`src/rtl/hamming_dec_engine.sv`:
```
// SECDED decoder for 16-bit extended-Hamming words held in byte memory.
// Reads NUM_WORDS words, corrects single errors, flags double errors, writes 11-bit data + 2-bit status.
module hamming_dec_engine #(
   parameter int SRC_BASE  = 30,
   parameter int DST_BASE  = 0,
   parameter int NUM_WORDS = 15,
   parameter int CW        = $clog2(NUM_WORDS + 1)
) (
   input  logic          CLK,
   input  logic          rst_n,
   input  logic          start,
   output logic          done,
   output logic [7:0]    mem_addr,
   input  logic [7:0]    mem_rd_data,
   output logic          mem_wr_en,
   output logic [7:0]    mem_wr_data,
   output logic [CW-1:0] n_corrected,
   output logic [CW-1:0] n_uncorrectable
);

   localparam int IW = (NUM_WORDS > 1) ? $clog2(NUM_WORDS) : 1;
   localparam logic [IW-1:0] LAST_IDX = IW'(NUM_WORDS - 1);

   typedef enum logic [2:0] {IDLE, RD_LO, RD_HI, DECODE, WR_LO, WR_HI, FIN} state_t;

   state_t        state_q, state_d;
   logic [IW-1:0] idx_q, idx_d;
   logic [7:0]    lo_q, lo_d;
   logic [7:0]    hi_q, hi_d;
   logic [7:0]    out_hi_q, out_hi_d;
   logic          done_q, done_d;
   logic [7:0]    addr_q, addr_d;
   logic          wr_en_q, wr_en_d;
   logic [7:0]    wr_data_q, wr_data_d;
   logic [CW-1:0] ncor_q, ncor_d;
   logic [CW-1:0] nunc_q, nunc_d;

   function automatic logic [7:0] word_addr(input int base, input logic [IW-1:0] i, input logic hi);
      logic [7:0] off;
      off = 8'({i, 1'b0});
      return 8'(base) + off + {7'd0, hi};
   endfunction

   // Decode of the currently latched raw word.
   logic [15:0] w, wc;
   logic [3:0]  syn;
   logic        par;
   logic [1:0]  flag;
   logic [10:0] data;

   always_comb begin
      w   = {hi_q, lo_q};
      syn = '0;
      for (int k = 1; k < 16; k++) begin
         if (w[k]) syn = syn ^ 4'(k);
      end
      par  = ^w;
      wc   = w;
      flag = 2'b00;
      if (par) begin
         wc[syn] = ~w[syn];
         flag    = 2'b01;
      end else if (syn != 4'd0) begin
         flag = 2'b10;
      end
      data = {wc[15:9], wc[7:5], wc[3]};
   end

   // Bus outputs are registered, so each transition precomputes the next state's address/strobe.
   always_comb begin
      state_d   = state_q;
      idx_d     = idx_q;
      lo_d      = lo_q;
      hi_d      = hi_q;
      out_hi_d  = out_hi_q;
      done_d    = done_q;
      addr_d    = addr_q;
      wr_en_d   = 1'b0;
      wr_data_d = wr_data_q;
      ncor_d    = ncor_q;
      nunc_d    = nunc_q;
      case (state_q)
         IDLE: begin
            if (start) begin
               ncor_d  = '0;
               nunc_d  = '0;
               idx_d   = '0;
               done_d  = 1'b0;
               addr_d  = word_addr(SRC_BASE, '0, 1'b0);
               state_d = RD_LO;
            end
         end
         RD_LO: begin
            lo_d    = mem_rd_data;
            addr_d  = word_addr(SRC_BASE, idx_q, 1'b1);
            state_d = RD_HI;
         end
         RD_HI: begin
            hi_d    = mem_rd_data;
            state_d = DECODE;
         end
         DECODE: begin
            out_hi_d = {flag, 3'b000, data[10:8]};
            if (flag == 2'b01 && ncor_q != '1) ncor_d = ncor_q + CW'(1);
            if (flag == 2'b10 && nunc_q != '1) nunc_d = nunc_q + CW'(1);
            addr_d    = word_addr(DST_BASE, idx_q, 1'b0);
            wr_en_d   = 1'b1;
            wr_data_d = data[7:0];
            state_d   = WR_LO;
         end
         WR_LO: begin
            addr_d    = word_addr(DST_BASE, idx_q, 1'b1);
            wr_en_d   = 1'b1;
            wr_data_d = out_hi_q;
            state_d   = WR_HI;
         end
         WR_HI: begin
            if (idx_q == LAST_IDX) begin
               state_d = FIN;
            end else begin
               idx_d   = idx_q + IW'(1);
               addr_d  = word_addr(SRC_BASE, idx_q + IW'(1), 1'b0);
               state_d = RD_LO;
            end
         end
         FIN: begin
            done_d  = 1'b1;
            state_d = IDLE;
         end
         default: state_d = IDLE;
      endcase
   end

   always_ff @(posedge CLK or negedge rst_n) begin
      if (!rst_n) begin
         state_q   <= IDLE;
         idx_q     <= '0;
         lo_q      <= '0;
         hi_q      <= '0;
         out_hi_q  <= '0;
         done_q    <= 1'b0;
         addr_q    <= '0;
         wr_en_q   <= 1'b0;
         wr_data_q <= '0;
         ncor_q    <= '0;
         nunc_q    <= '0;
      end else begin
         state_q   <= state_d;
         idx_q     <= idx_d;
         lo_q      <= lo_d;
         hi_q      <= hi_d;
         out_hi_q  <= out_hi_d;
         done_q    <= done_d;
         addr_q    <= addr_d;
         wr_en_q   <= wr_en_d;
         wr_data_q <= wr_data_d;
         ncor_q    <= ncor_d;
         nunc_q    <= nunc_d;
      end
   end

   assign done            = done_q;
   assign mem_addr        = addr_q;
   assign mem_wr_en       = wr_en_q;
   assign mem_wr_data     = wr_data_q;
   assign n_corrected     = ncor_q;
   assign n_uncorrectable = nunc_q;

endmodule

```
`config.mk`:
```
export PLATFORM = sky130hd
export DESIGN_NAME = hamming_dec_engine
export DESIGN_NICKNAME = d
export VERILOG_FILES = /design/src/rtl/hamming_dec_engine.sv
export SDC_FILE = /design/constraint.sdc
export NUM_CORES = 1
export LEC_CHECK = 0
export BUFFER_PORTS_ARGS = -buffer_cell sky130_fd_sc_hd__buf_2
export CORE_MARGIN = 3
export CORE_UTILIZATION = 30
export DETAILED_ROUTE_END_ITERATION = 10
export PLACE_DENSITY = 0.57
export SLEW_MARGIN = 10
export SYNTH_ARGS = -nofsm -noshare
export SYNTH_HDL_FRONTEND = slang
export SYNTH_SLANG_ARGS = --single-unit
```
`constraint.sdc`:
```
create_clock -name CLK -period 2.3 [get_ports CLK]
set_input_delay 0.46 -clock CLK [delete_from_list [all_inputs] [get_ports CLK]]
set_output_delay 0.46 -clock CLK [all_outputs]
set_load 0.03 [all_outputs]
```
Word-level counts from Yosys, hierarchy flattened
Index checks and enable logic that the tools add are counted.
{"block": "op_classes", "n_addsub": 7, "n_lt_le_gt_ge": 2, "n_eq_ne": 15, "mux": 40, "n_bitwise": 15, "reduce_logical": 17}
{"cell": "$mux W4", "count": 12}
{"cell": "$pmux W8 S5", "count": 1}
{"cell": "$pmux W4 S2", "count": 3}
{"cell": "$mux W3", "count": 6}
{"cell": "$pmux W3 S6", "count": 1}
{"cell": "$bwmux W16", "count": 1}
{"cell": "$mux W16", "count": 1}
{"cell": "$mux W8", "count": 2}
{"cell": "$pmux W8 S2", "count": 1}
{"cell": "$reduce_xor A16 Y1", "count": 1}
{"cell": "$add A4 B1 Y4 const B", "count": 3}
{"cell": "$add A5 B5 Y6 const A", "count": 2}
{"cell": "$not A2 Y2", "count": 6}
{"cell": "$not A3 Y3", "count": 4}
{"cell": "$reduce_and A3 Y1", "count": 4}
{"cell": "$eq A3 B3 Y1 const B", "count": 3}
{"cell": "$mux W2", "count": 4}
{"cell": "$ne A2 B2 Y1 const B", "count": 4}
{"cell": "$ne A4 B4 Y1 const B", "count": 2}
{"cell": "$reduce_bool A2 Y1", "count": 4}
{"cell": "$add A6 B1 Y7 const B", "count": 1}
{"cell": "$add A5 B1 Y6 const B", "count": 1}
{"cell": "$eq A3 B2 Y1 const B", "count": 2}
{"cell": "$lt A4 B5 Y1 const B", "count": 1}
{"cell": "other kinds (18)", "count": 26}
{"block": "totals", "regBits": 54, "input_bits": 11, "output_inout_bits": 26, "wordCells": 107}

Logic depth before layout (Yosys ltp)
Gate-level depths: netlist of the first run.
{"block": "depth", "word_depth": 33, "ltp_mapped": 11, "depth_no_buf": 9}

Worst setup path before layout of the first run
OpenSTA, ideal clock, no wires.
{"block": "synth_timing", "path_kind": "register to register", "start": "reg hi_q[5]", "end": "reg nunc_q[2] (netlist: n_uncorrectable[2])", "setup_time_ns": 0.120, "arrival_ns": 2.229, "required_time_ns": 2.180, "setup_slack_ns": -0.049, "path_stages_with_launch": 10, "n_path_buf": 2, "synth_period_minus_slack_ns": 2.349, "path_cell_list": "dfrtp_1 > buf_4 > xnor2_4 > xnor2_2 > buf_2 > nor3_1 > a31oi_2 > o211ai_1 > or4b_1 > o211a_1"}
{"block": "synth_via", "elab_chain_cells": 12, "word_cells_on_any_way": 13, "classes_between": "eq/ne (2); mux (5); bitwise (2); reduce/logical (4)"}
{"item": "start, declared", "line_no": "29", "text": "logic [7:0] hi_q, hi_d;"}
{"item": "start signal, assigned", "line_no": "151", "text": "hi_q <= hi_d;"}
{"item": "$mux W4", "line_no": "55", "text": "if (w[k]) syn = syn ^ 4'(k);"}
{"item": "$not A3 Y3 (no source line)"}
{"item": "$mux W4", "line_no": "55"}
{"item": "$not A4 Y4 (no source line)"}
{"item": "$mux W4", "line_no": "55"}
{"item": "$reduce_bool A4 Y1", "line_no": "63", "text": "end else if (syn != 4'd0) begin"}
{"item": "$mux W2", "line_no": "63"}
{"item": "$mux W2 (*)", "line_no": "60", "text": "if (par) begin"}
{"item": "$eq A2 B2 Y1 (*)", "line_no": "105", "text": "if (flag == 2'b10 && nunc_q != '1) nunc_d = nunc_q + CW'(1);"}
{"item": "$logic_and A1 B1 Y1 (*)", "line_no": "105"}
{"item": "$ne A2 B2 Y1 (no source line) (*)"}
{"item": "$reduce_and A3 Y1 (no source line) (*)"}
{"item": "end signal, assigned", "line_no": "158", "text": "nunc_q <= nunc_d;"}
{"item": "end, declared", "line_no": "36", "text": "logic [CW-1:0] nunc_q, nunc_d;"}
Every way passes the cells marked *; elsewhere a longest branch is shown, timed or not.
A chain may end at the register's enable or synchronous reset.

Worst setup path after layout of the first run
{"block": "layout_timing", "start": "reg lo_q[7]", "end": "reg nunc_q[2] (netlist: n_uncorrectable[2])"}
{"block": "layout_via", "elab_chain_cells": 20, "word_cells_on_any_way": 24, "classes_between": "eq/ne (2); mux (11); bitwise (7); reduce/logical (4)"}
{"item": "start, declared", "line_no": "28", "text": "logic [7:0] lo_q, lo_d;"}
{"item": "start signal, assigned", "line_no": "150", "text": "lo_q <= lo_d;"}
{"item": "$mux W3", "line_no": "55"}
{"item": "$mux W4", "line_no": "55"}
{"item": "$not A2 Y2 (no source line) / $mux W4 (equally long branches)"}
{"item": "$mux W4 / $not A2 Y2 (equally long branches)"}
{"item": "$mux W4", "line_no": "55"}
{"item": "$not A3 Y3 (no source line) / $not A2 Y2 (equally long branches)"}
{"item": "$mux W4", "line_no": "55"}
{"item": "$mux W4 / $not A3 Y3 (equally long branches)"}
{"item": "[4 not listed]"}
{"item": "$mux W4", "line_no": "55"}
{"item": "$reduce_bool A4 Y1", "line_no": "63"}
{"item": "$mux W2", "line_no": "63"}
{"item": "$mux W2 (*)", "line_no": "60"}
{"item": "$eq A2 B2 Y1 (*)", "line_no": "105"}
{"item": "$logic_and A1 B1 Y1 (*)", "line_no": "105"}
{"item": "$ne A2 B2 Y1 (no source line) (*)"}
{"item": "$reduce_and A3 Y1 (no source line) (*)"}
Marked as above.

==> flow_metrics.tcl, run 1 <==
set metrics [dict create \
    drive_gt1_frac 0.379 \
    syn_to_final_growth_pct 36.1 \
    cp_max_fo 6 \
    firstDrtPassIters 4 \
    final.setup_skew_ns 0.00535 \
    grtUsageTotal 0.149 \
    antenna_found_initial 0 \
    crit_top_cell "xnor2_4" \
    die_w_um 116 \
    ys.flop_type "dfrtp_1" \
    nFillCells 1081 \
    clk-insertion-delay-late_ns 0.30 \
    async_flop_share 1.00 \
    avgViaCountPerCell 5.25 \
    row_count 39 \
    critPathKind "flip-flop to flip-flop" \
    synth-warning-count 0 \
    synth_seq_area_share 0.361 \
    r2r_cells 8 \
    r2r_start "lo_q[7]" \
    ys_ff_latch 52 \
    cts_hold_buf 0 \
    synth_edf_count 0 \
    slew_viol_final 0 \
    cp.required_ns 2.49 \
    crit_chain "buf_6 -> xnor2_4 -> xnor2_4 -> nor3_1 -> a31oi_2 -> o211ai_1 -> or4b_1 -> o211a_1" \
    grt_start_max_net_pins 44 \
    setup_viol 0 \
    cts_root_buffer "clkbuf_16" \
    io_buffers 34 \
    start_util 0.312 \
    slowest_delay_ns 0.48 \
    dieArea_um2 13400 \
    cts_buffer_depth 2 \
    layout_commonest_cell "buf_4" \
    gp_congestion 0.851 \
    grt.met1_usage 0.230 \
    grt-busiest-layer "met1" \
    antenna_cells 0 \
    grt_pass1_wl_um 15800 \
    wl_per_cell_um 16.2 \
    cts_tree "done" \
    status "completed" \
    final_net_count 490 \
    grt_overflow_total 0 \
    wl_um 10000 \
    cp.arrival_ns 2.49 \
    via_count 3247 \
    met2_usage 0.213 \
    die_y_um 116 \
    reg2reg_to "n_uncorrectable[2]" \
    h-tree-depth 2 \
    whs_ns 0.0287 \
    detail-route-antenna-nets 0 \
    hold_violations 0 \
    core_um2 11600 \
    drc 0 \
    grt_pass1_vias 2975 \
    hpwlAfterDp_um 7350 \
    globalRouteMet3Util 0.0240 \
    rsz0062_at_grt "true" \
    endpoint_kind "flip-flop" \
    mostFrequentLayoutCells "buf_4, dfrtp_1, buf_2, nand2_1, nor2_1" \
    ios 37 \
    synth_cells 377 \
    startpoint "lo_q[7]" \
    max_cap_violations 0 \
    syn_avg_cell_area_um2 9.56 \
    path_clk_slew_ns 0.07 \
    fin_crit_ns 2.30 \
    clock-sinks 52 \
    worstHoldPathType "input pin to async pin" \
    synth_cell_types 62 \
    timing.fmax_mhz 435 \
    synth_area_um2 3600 \
    cp-endpoint "n_uncorrectable[2]" \
    finalCritPeriodShare 0.999 \
    rrSetupSlack_ns 0.003 \
    drtIter0Drc 295 \
    start_kind "flip-flop" \
    cp_slowest_cell "or4b_1" \
    cts_made_buffers 5 \
]
## registers in the layout, indices dropped and copies added, names as in the netlist, 4 cells and up
| name | cells |
|---|---|
| n_uncorrectable | 4 |
| out_hi_q | 5 |
| lo_q | 8 |
| idx_q | 4 |
| mem_addr | 6 |
| hi_q | 8 |
| n_corrected | 4 |
| mem_wr_data | 8 |
## logic make-up after synthesis
family                     after synthesis  synth area share
and+or+nand+nor                        107             0.147
AOI/OAI and AO/OA                      110             0.215
other                                    1           0.00104
muxes                                   23            0.0694
xor gates and xnor gates                40             0.138
DFF                                     52             0.361
buffers and inverters                   37            0.0458
adders and majority gates                7            0.0229
## area by class of cell
| type | count | area, um2 | area share |
|---|---|---|---|
| clock buffers | 5 | 125 | 0.0255 |
| inverters | 12 | 45.0 | 0.00918 |
| clock inverters | 3 | 46.3 | 0.00944 |
| multi-input cells | 290 | 2390 | 0.487 |
| flip-flops and latches | 52 | 1310 | 0.267 |
| repair buffers | 113 | 813 | 0.166 |
| well taps | 143 | 179 | 0.0365 |
## critical path, delay by kind of cell, from the launching register on
family	cells	cell delay, ns
AND/OR/NAND/NOR	2	0.61
XOR/XNOR	2	0.52
AO/OA/AOI/OAI	3	0.52
flip-flops	1	0.39
buffers and inverters	1	0.13
## routing by layer
| metal | part of all wire | vias up |
|---|---|---|
| met2 | 0.45 | 96 |
| met3 | 0.061 | 12 |
| met4 | 0.017 | 0 |
| met5 | 0 | - |
| met1 | 0.47 | 1568 |
| li1 | - | 1571 |
## synthesized netlist by cell type (2+ instances only)
library cell	instances	share of area
clkbuf_1	14	0.015
a222oi_1	2	0.0056
or3_1	4	0.0069
a21o_1	5	0.010
a31oi_1	6	0.010
o41ai_1	5	0.012
a21oi_1	19	0.026
mux2_2	16	0.050
buf_4	6	0.012
a22o_1	3	0.0073
nor2_1	22	0.023
mux2i_1	7	0.019
nor2b_1	7	0.012
nand4_1	3	0.0052
o21ai_0	18	0.025
buf_2	3	0.0042
o2111ai_1	2	0.0049
a32o_1	4	0.011
o21a_1	3	0.0062
xor2_2	6	0.027
o22ai_1	12	0.021
a211oi_1	3	0.0062
buf_1	2	0.0021
dfrtp_1	52	0.36
nand2_1	25	0.026
xnor2_4	3	0.023
o211ai_1	6	0.012
xnor2_2	6	0.027
maj3_1	2	0.0056
nor3_1	11	0.015
inv_1	12	0.012
nand2b_1	6	0.010
xor2_1	7	0.017
ha_1	5	0.017
xnor2_1	18	0.044
a31o_1	6	0.015
nand3_1	20	0.028
o22a_1	2	0.0049
## metrics by stage
stage                     utilization  instance area, um2  setup slack, ns  setup TNS [ns]  instances
after floorplan                     -                3620         -0.00187        -0.00187        378
after global placement          0.371                4290           -0.102          -0.409        587
after detailed placement        0.371                4290           -0.139          -0.920        587
after CTS                       0.395                4570          -0.0384         -0.0966        602
after global routing            0.424                4900          -0.0914          -0.704        618
final                           0.424                4900          0.00256               0        618
## what timing repair did
action | 4_1_cts | 5_1_grt
gates resized for setup | 6 | 35
endpoints found under the setup margin | 16 | 20
gates cloned | 0 | 1
setup buffers | 7 | 15
pin swaps | 4 | 11
## worst min-delay path by stage
stage	to	slack (ns)	cells past startpoint
finish	mem_addr[5]	0.03	1
global route	mem_addr[5]	0.04	1
CTS	mem_addr[5]	0.03	1
detailed placement	mem_addr[5]	0.36	1
global placement	mem_addr[5]	0.35	1
floorplan	done	0.16	0
Power of run 1 is not shown: default switching activity piles up to over one toggle a cycle in this logic, so the estimate is an artifact.
==> inputs of run 2 (changes only) <==
--- a/config.mk
+++ b/config.mk
@@ -7,9 +7,9 @@
 export LEC_CHECK = 0
 export BUFFER_PORTS_ARGS = -buffer_cell sky130_fd_sc_hd__buf_2
 export CORE_MARGIN = 3
-export CORE_UTILIZATION = 30
+export CORE_UTILIZATION = 36
 export DETAILED_ROUTE_END_ITERATION = 10
-export PLACE_DENSITY = 0.57
+export PLACE_DENSITY = 0.64
 export SLEW_MARGIN = 10
 export SYNTH_ARGS = -nofsm -noshare
 export SYNTH_HDL_FRONTEND = slang
==> flow_metrics.tcl, run 2 (synthesis results as in run 1) <==
set metrics [dict create \
    status "completed" \
    final_net_count 467 \
    critPathTopFamily "simple AND/OR/NAND/NOR gates" \
    whs_ns 0.0567 \
    start_kind "flip-flop" \
    grt_pass1_vias 3095 \
    setup_viol 0 \
    worstHoldPathType "input pin to async pin" \
    drc 0 \
    cp_slowest_cell "or4b_1" \
    antenna_found_initial 0 \
    cp.required_ns 2.51 \
    dieArea_um2 11200 \
    slowest_delay_ns 0.49 \
    firstDrtPassIters 4 \
    timing.fmax_mhz 438 \
    nFillCells 903 \
    clk-insertion-delay-late_ns 0.31 \
    hpwlAfterDp_um 7240 \
    avgViaCountPerCell 5.38 \
    grtUsageTotal 0.175 \
    path_clk_slew_ns 0.11 \
    max_cap_violations 0 \
    detail-route-antenna-nets 0 \
    cts_root_buffer "clkbuf_8" \
    layout_commonest_cell "buf_4" \
    io_buffers 34 \
    cp_max_fo 5 \
    drtIter0Drc 196 \
    ios 37 \
    cts_tree "done" \
    die_w_um 106 \
    rsz0062_at_grt "true" \
    cts_made_buffers 5 \
    cp.arrival_ns 2.49 \
    fin_crit_ns 2.28 \
    start_util 0.379 \
    grt_start_max_net_pins 31 \
    grt_overflow_total 0 \
    row_count 35 \
    crit_buf_inv 0 \
    drive_gt1_frac 0.343 \
    place_inst 569 \
    final.setup_skew_ns 0.00824 \
    via_count 3126 \
    wl_per_cell_um 16.3 \
    finalCritPeriodShare 0.992 \
    antenna_cells 0 \
    mostFrequentLayoutCells "buf_4, dfrtp_1, buf_2, nand2_1, nor2_1" \
    cts_buffer_depth 2 \
    endpoint_kind "flip-flop" \
    crit_chain "xor2_4 -> xnor2_1 -> nor3_1 -> a31oi_4 -> o211ai_1 -> or4b_1 -> o211a_1" \
    hold_violations 0 \
    stdcell_count 581 \
    slew_viol_final 0 \
    wl_um 9460 \
    die_y_um 106 \
    h-tree-depth 2 \
    gp_congestion 0.859 \
    core_um2 9500 \
    clock-sinks 52 \
    grt_pass1_wl_um 16000 \
    syn_to_final_growth_pct 25.6 \
    critPathKind "flip-flop to flip-flop" \
]
-- run 2: changes by cell type in the layout (fill, tap and decap cells not counted), moves of 2 or more --
cell       delta
xor2_2        +2
clkbuf_16     -5
buf_4        -14
buf_6         -9
xnor2_4       -4
xor2_4        -3
xnor2_2       +2
clkbuf_8      +6
-- run 2: worst paths after layout --
path / from / end / slack [ns] / depth (start not counted)
max in group asynchronous: rst_n / state_q[2] / 1.58 / 2
min reg2reg: mem_addr[3] / mem_addr[3] / 0.50 / 2
min: rst_n / hi_q[2] / 0.06 / 1
max: hi_q[2] / n_uncorrectable[2] / 0.02 / 7
max reg2reg: hi_q[2] / n_uncorrectable[2] / 0.02 / 7
min in group CLK: mem_rd_data[4] / lo_q[4] / 0.38 / 2
-- run 2: layout make-up --
class,instances,area [um2],area share
repair buffers,91,627,0.138
clock inverters,2,13.8,0.00304
inverters,12,45.0,0.00995
multi-input cells,289,2290,0.505
flip-flops and latches,52,1310,0.289
clock buffers,6,82.6,0.0182
well taps,129,161,0.0356
-- run 2: routing by layer --
layer	wire length, um	vias to the layer above	global-route usage	part of all wire
met3	390	10	0.0322	0.041
met4	125	0	0.0481	0.013
li1	-	1527	-	-
met5	0	-	0	0
met1	4630	1520	0.247	0.49
met2	4310	69	0.275	0.46
-- run 2: repair_timing --
item | CTS | global route
buffers inserted | 4 | 0
endpoints found under the setup margin | 12 | 17
pin swaps | 6 | 3
hold buffers | 0 | 0
resized for setup | 12 | 12
-- run 2: per-stage QoR --
stage	setup TNS (ns)	cell area, um2	utilization	setup WS (ns)
global route	-1.11	4530	0.476	-0.118
CTS	0	4470	0.470	0.000621
finish	0	4530	0.476	0.0194
global placement	-0.0129	4250	0.447	-0.0129
floorplan	-0.00187	3620	-	-0.00187
detailed placement	-0.226	4250	0.447	-0.0752
-- run 2: worst register-to-register path: stages (launching register included) --
cell and delay (ns):
dfrtp_1 0.45, xor2_4 0.22, xnor2_1 0.32, nor3_1 0.15, a31oi_4 0.23, o211ai_1 0.18, or4b_1 0.49, o211a_1 0.14
Power of run 2 is left out for the same reason.
==> inputs of run 3 (changes only) <==
--- a/config.mk
+++ b/config.mk
@@ -9,7 +9,8 @@
 export CORE_MARGIN = 3
 export CORE_UTILIZATION = 36
 export DETAILED_ROUTE_END_ITERATION = 10
-export PLACE_DENSITY = 0.64
+export HOLD_SLACK_MARGIN = 0.12
+export PLACE_DENSITY = 0.62
 export SLEW_MARGIN = 10
 export SYNTH_ARGS = -nofsm -noshare
 export SYNTH_HDL_FRONTEND = slang
==> constraint.sdc (replaced) <==
create_clock -name CLK -period 2.85 [get_ports CLK]
set_input_delay 0.57 -clock CLK [delete_from_list [all_inputs] [get_ports CLK]]
set_output_delay 0.57 -clock CLK [all_outputs]
set_load 0.03 [all_outputs]
==> flow_metrics.tcl, run 3 (synthesis results as in run 1) <==
set metrics [dict create \
    cp_max_fo 8 \
    setup_ws_ns 0.313 \
    rsz0062_at_grt "false" \
    mostFrequentLayoutCells "dfrtp_1, buf_2, nand2_1, nor2_1, nand3_1" \
    crit_chain "xnor2_4 -> xnor2_2 -> nor3_1 -> a31oi_2 -> o211ai_1 -> or4b_1 -> o211a_1" \
    finalCritPeriodShare 0.890 \
    grt_overflow_total 0 \
    slowest_delay_ns 0.51 \
    wl_um 9120 \
    path_clk_slew_ns 0.11 \
    worstHoldPathType "input pin to async pin" \
    hpwlAfterDp_um 6680 \
    cp_num_cells 7 \
    setup_tns_ns 0 \
    worstMarginPinSlew_ns 0.893 \
    drive_gt1_frac 0.242 \
    die_w_um 106 \
    cp-endpoint "n_uncorrectable[2]" \
    cp.required_ns 3.06 \
    clk-insertion-delay-late_ns 0.32 \
    syn_to_final_growth_pct 13.2 \
    crit_buf_inv 0 \
    grtUsageTotal 0.168 \
    slew_headroom 0.405 \
    core_um2 9500 \
    r2r_start "hi_q[5]" \
    io_buffers 34 \
    hold_violations 0 \
    whs_ns 0.358 \
    wl_per_cell_um 16.8 \
    setup_viol 0 \
    row_count 35 \
    startpoint "hi_q[5]" \
    cp.arrival_ns 2.75 \
    detail-route-antenna-nets 0 \
    r2r_cells 7 \
    post_cts.repair.setup_buffers 0 \
    drtIter0Drc 262 \
    clock-sinks 52 \
    critPathKind "flip-flop to flip-flop" \
    avgViaCountPerCell 5.56 \
    firstDrtPassIters 4 \
    critPathTopFamily "XOR/XNOR gates" \
    cts_root_buffer "clkbuf_8" \
    max_cap_violations 0 \
    fin_crit_ns 2.54 \
    grt_pass1_wl_um 15400 \
    antenna_found_initial 0 \
    h-tree-depth 2 \
    slew_viol_final 0 \
    final.setup_skew_ns 0.00376 \
    timing.fmax_mhz 394 \
    dp_slack_ns 0.316 \
    postPlaceCellArea_um2 3960 \
    dieArea_um2 11200 \
    grt_pass1_vias 2935 \
    grt_start_max_net_pins 39 \
    ios 37 \
    via_count 3020 \
    antenna_cells 0 \
    start_kind "flip-flop" \
    drc 0 \
    die_y_um 106 \
    cts_tree "done" \
    reg2reg_to "n_uncorrectable[2]" \
    cts_buffer_depth 2 \
    rrSetupSlack_ns 0.31 \
    start_util 0.379 \
    final_net_count 429 \
    layout_commonest_cell "dfrtp_1" \
    status "completed" \
    endpoint_kind "flip-flop" \
    cts_made_buffers 5 \
    gp_congestion 0.861 \
    cp_slowest_cell "dfrtp_1" \
    design_area_um2 4080 \
]
-- run 3: changes by cell type in the layout (fill, tap and decap cells not counted), moves of 2 or more --
| cell | before | now |
|---|---|---|
| buf_12 | 2 | 0 |
| buf_4 | 54 | 19 |
| dfrtp_1 | 45 | 52 |
| dfrtp_2 | 7 | 0 |
| xnor2_1 | 11 | 18 |
| xnor2_2 | 9 | 6 |
| xnor2_4 | 7 | 3 |
-- run 3: area by class of cell --
cell class	count	area, um2
inverters	12	45.0
clock inverters	2	38.8
flip-flops and latches	52	1300
fillers	943	5420
well taps	129	161
clock buffers	6	72.6
repair buffers	53	313
multi-input cells	289	2150
-- run 3: what timing repair did --
action | CTS | global route
resized for setup | 0 | 1
endpoints found under the setup margin | 0 | 2
endpoints found under the hold margin | 0 | 0
hold buffers | 0 | 0
-- run 3: stage by stage --
stage,utilization,instances
detailed placement,0.417,535
floorplan,-,378
global placement,0.417,535
finish,0.429,543
CTS,0.429,543
global route,0.429,543
-- run 3: worst min-delay path by stage --
stage                           start          end  slack (ns)
after floorplan                 rst_n         done        0.27
after global placement    mem_addr[3]  mem_addr[3]        0.48
after detailed placement  out_hi_q[7]  out_hi_q[7]        0.47
after CTS                       rst_n  mem_addr[3]        0.40
after global routing            rst_n  mem_addr[3]        0.44
final                           rst_n  mem_addr[4]        0.36
-- run 3: per-layer routing --
layer	global-route usage	part of all wire
met2	0.255	0.44
met4	0.0426	0.0085
met5	0	0
met1	0.250	0.50
met3	0.0243	0.053
Power of run 3 is left out for the same reason.
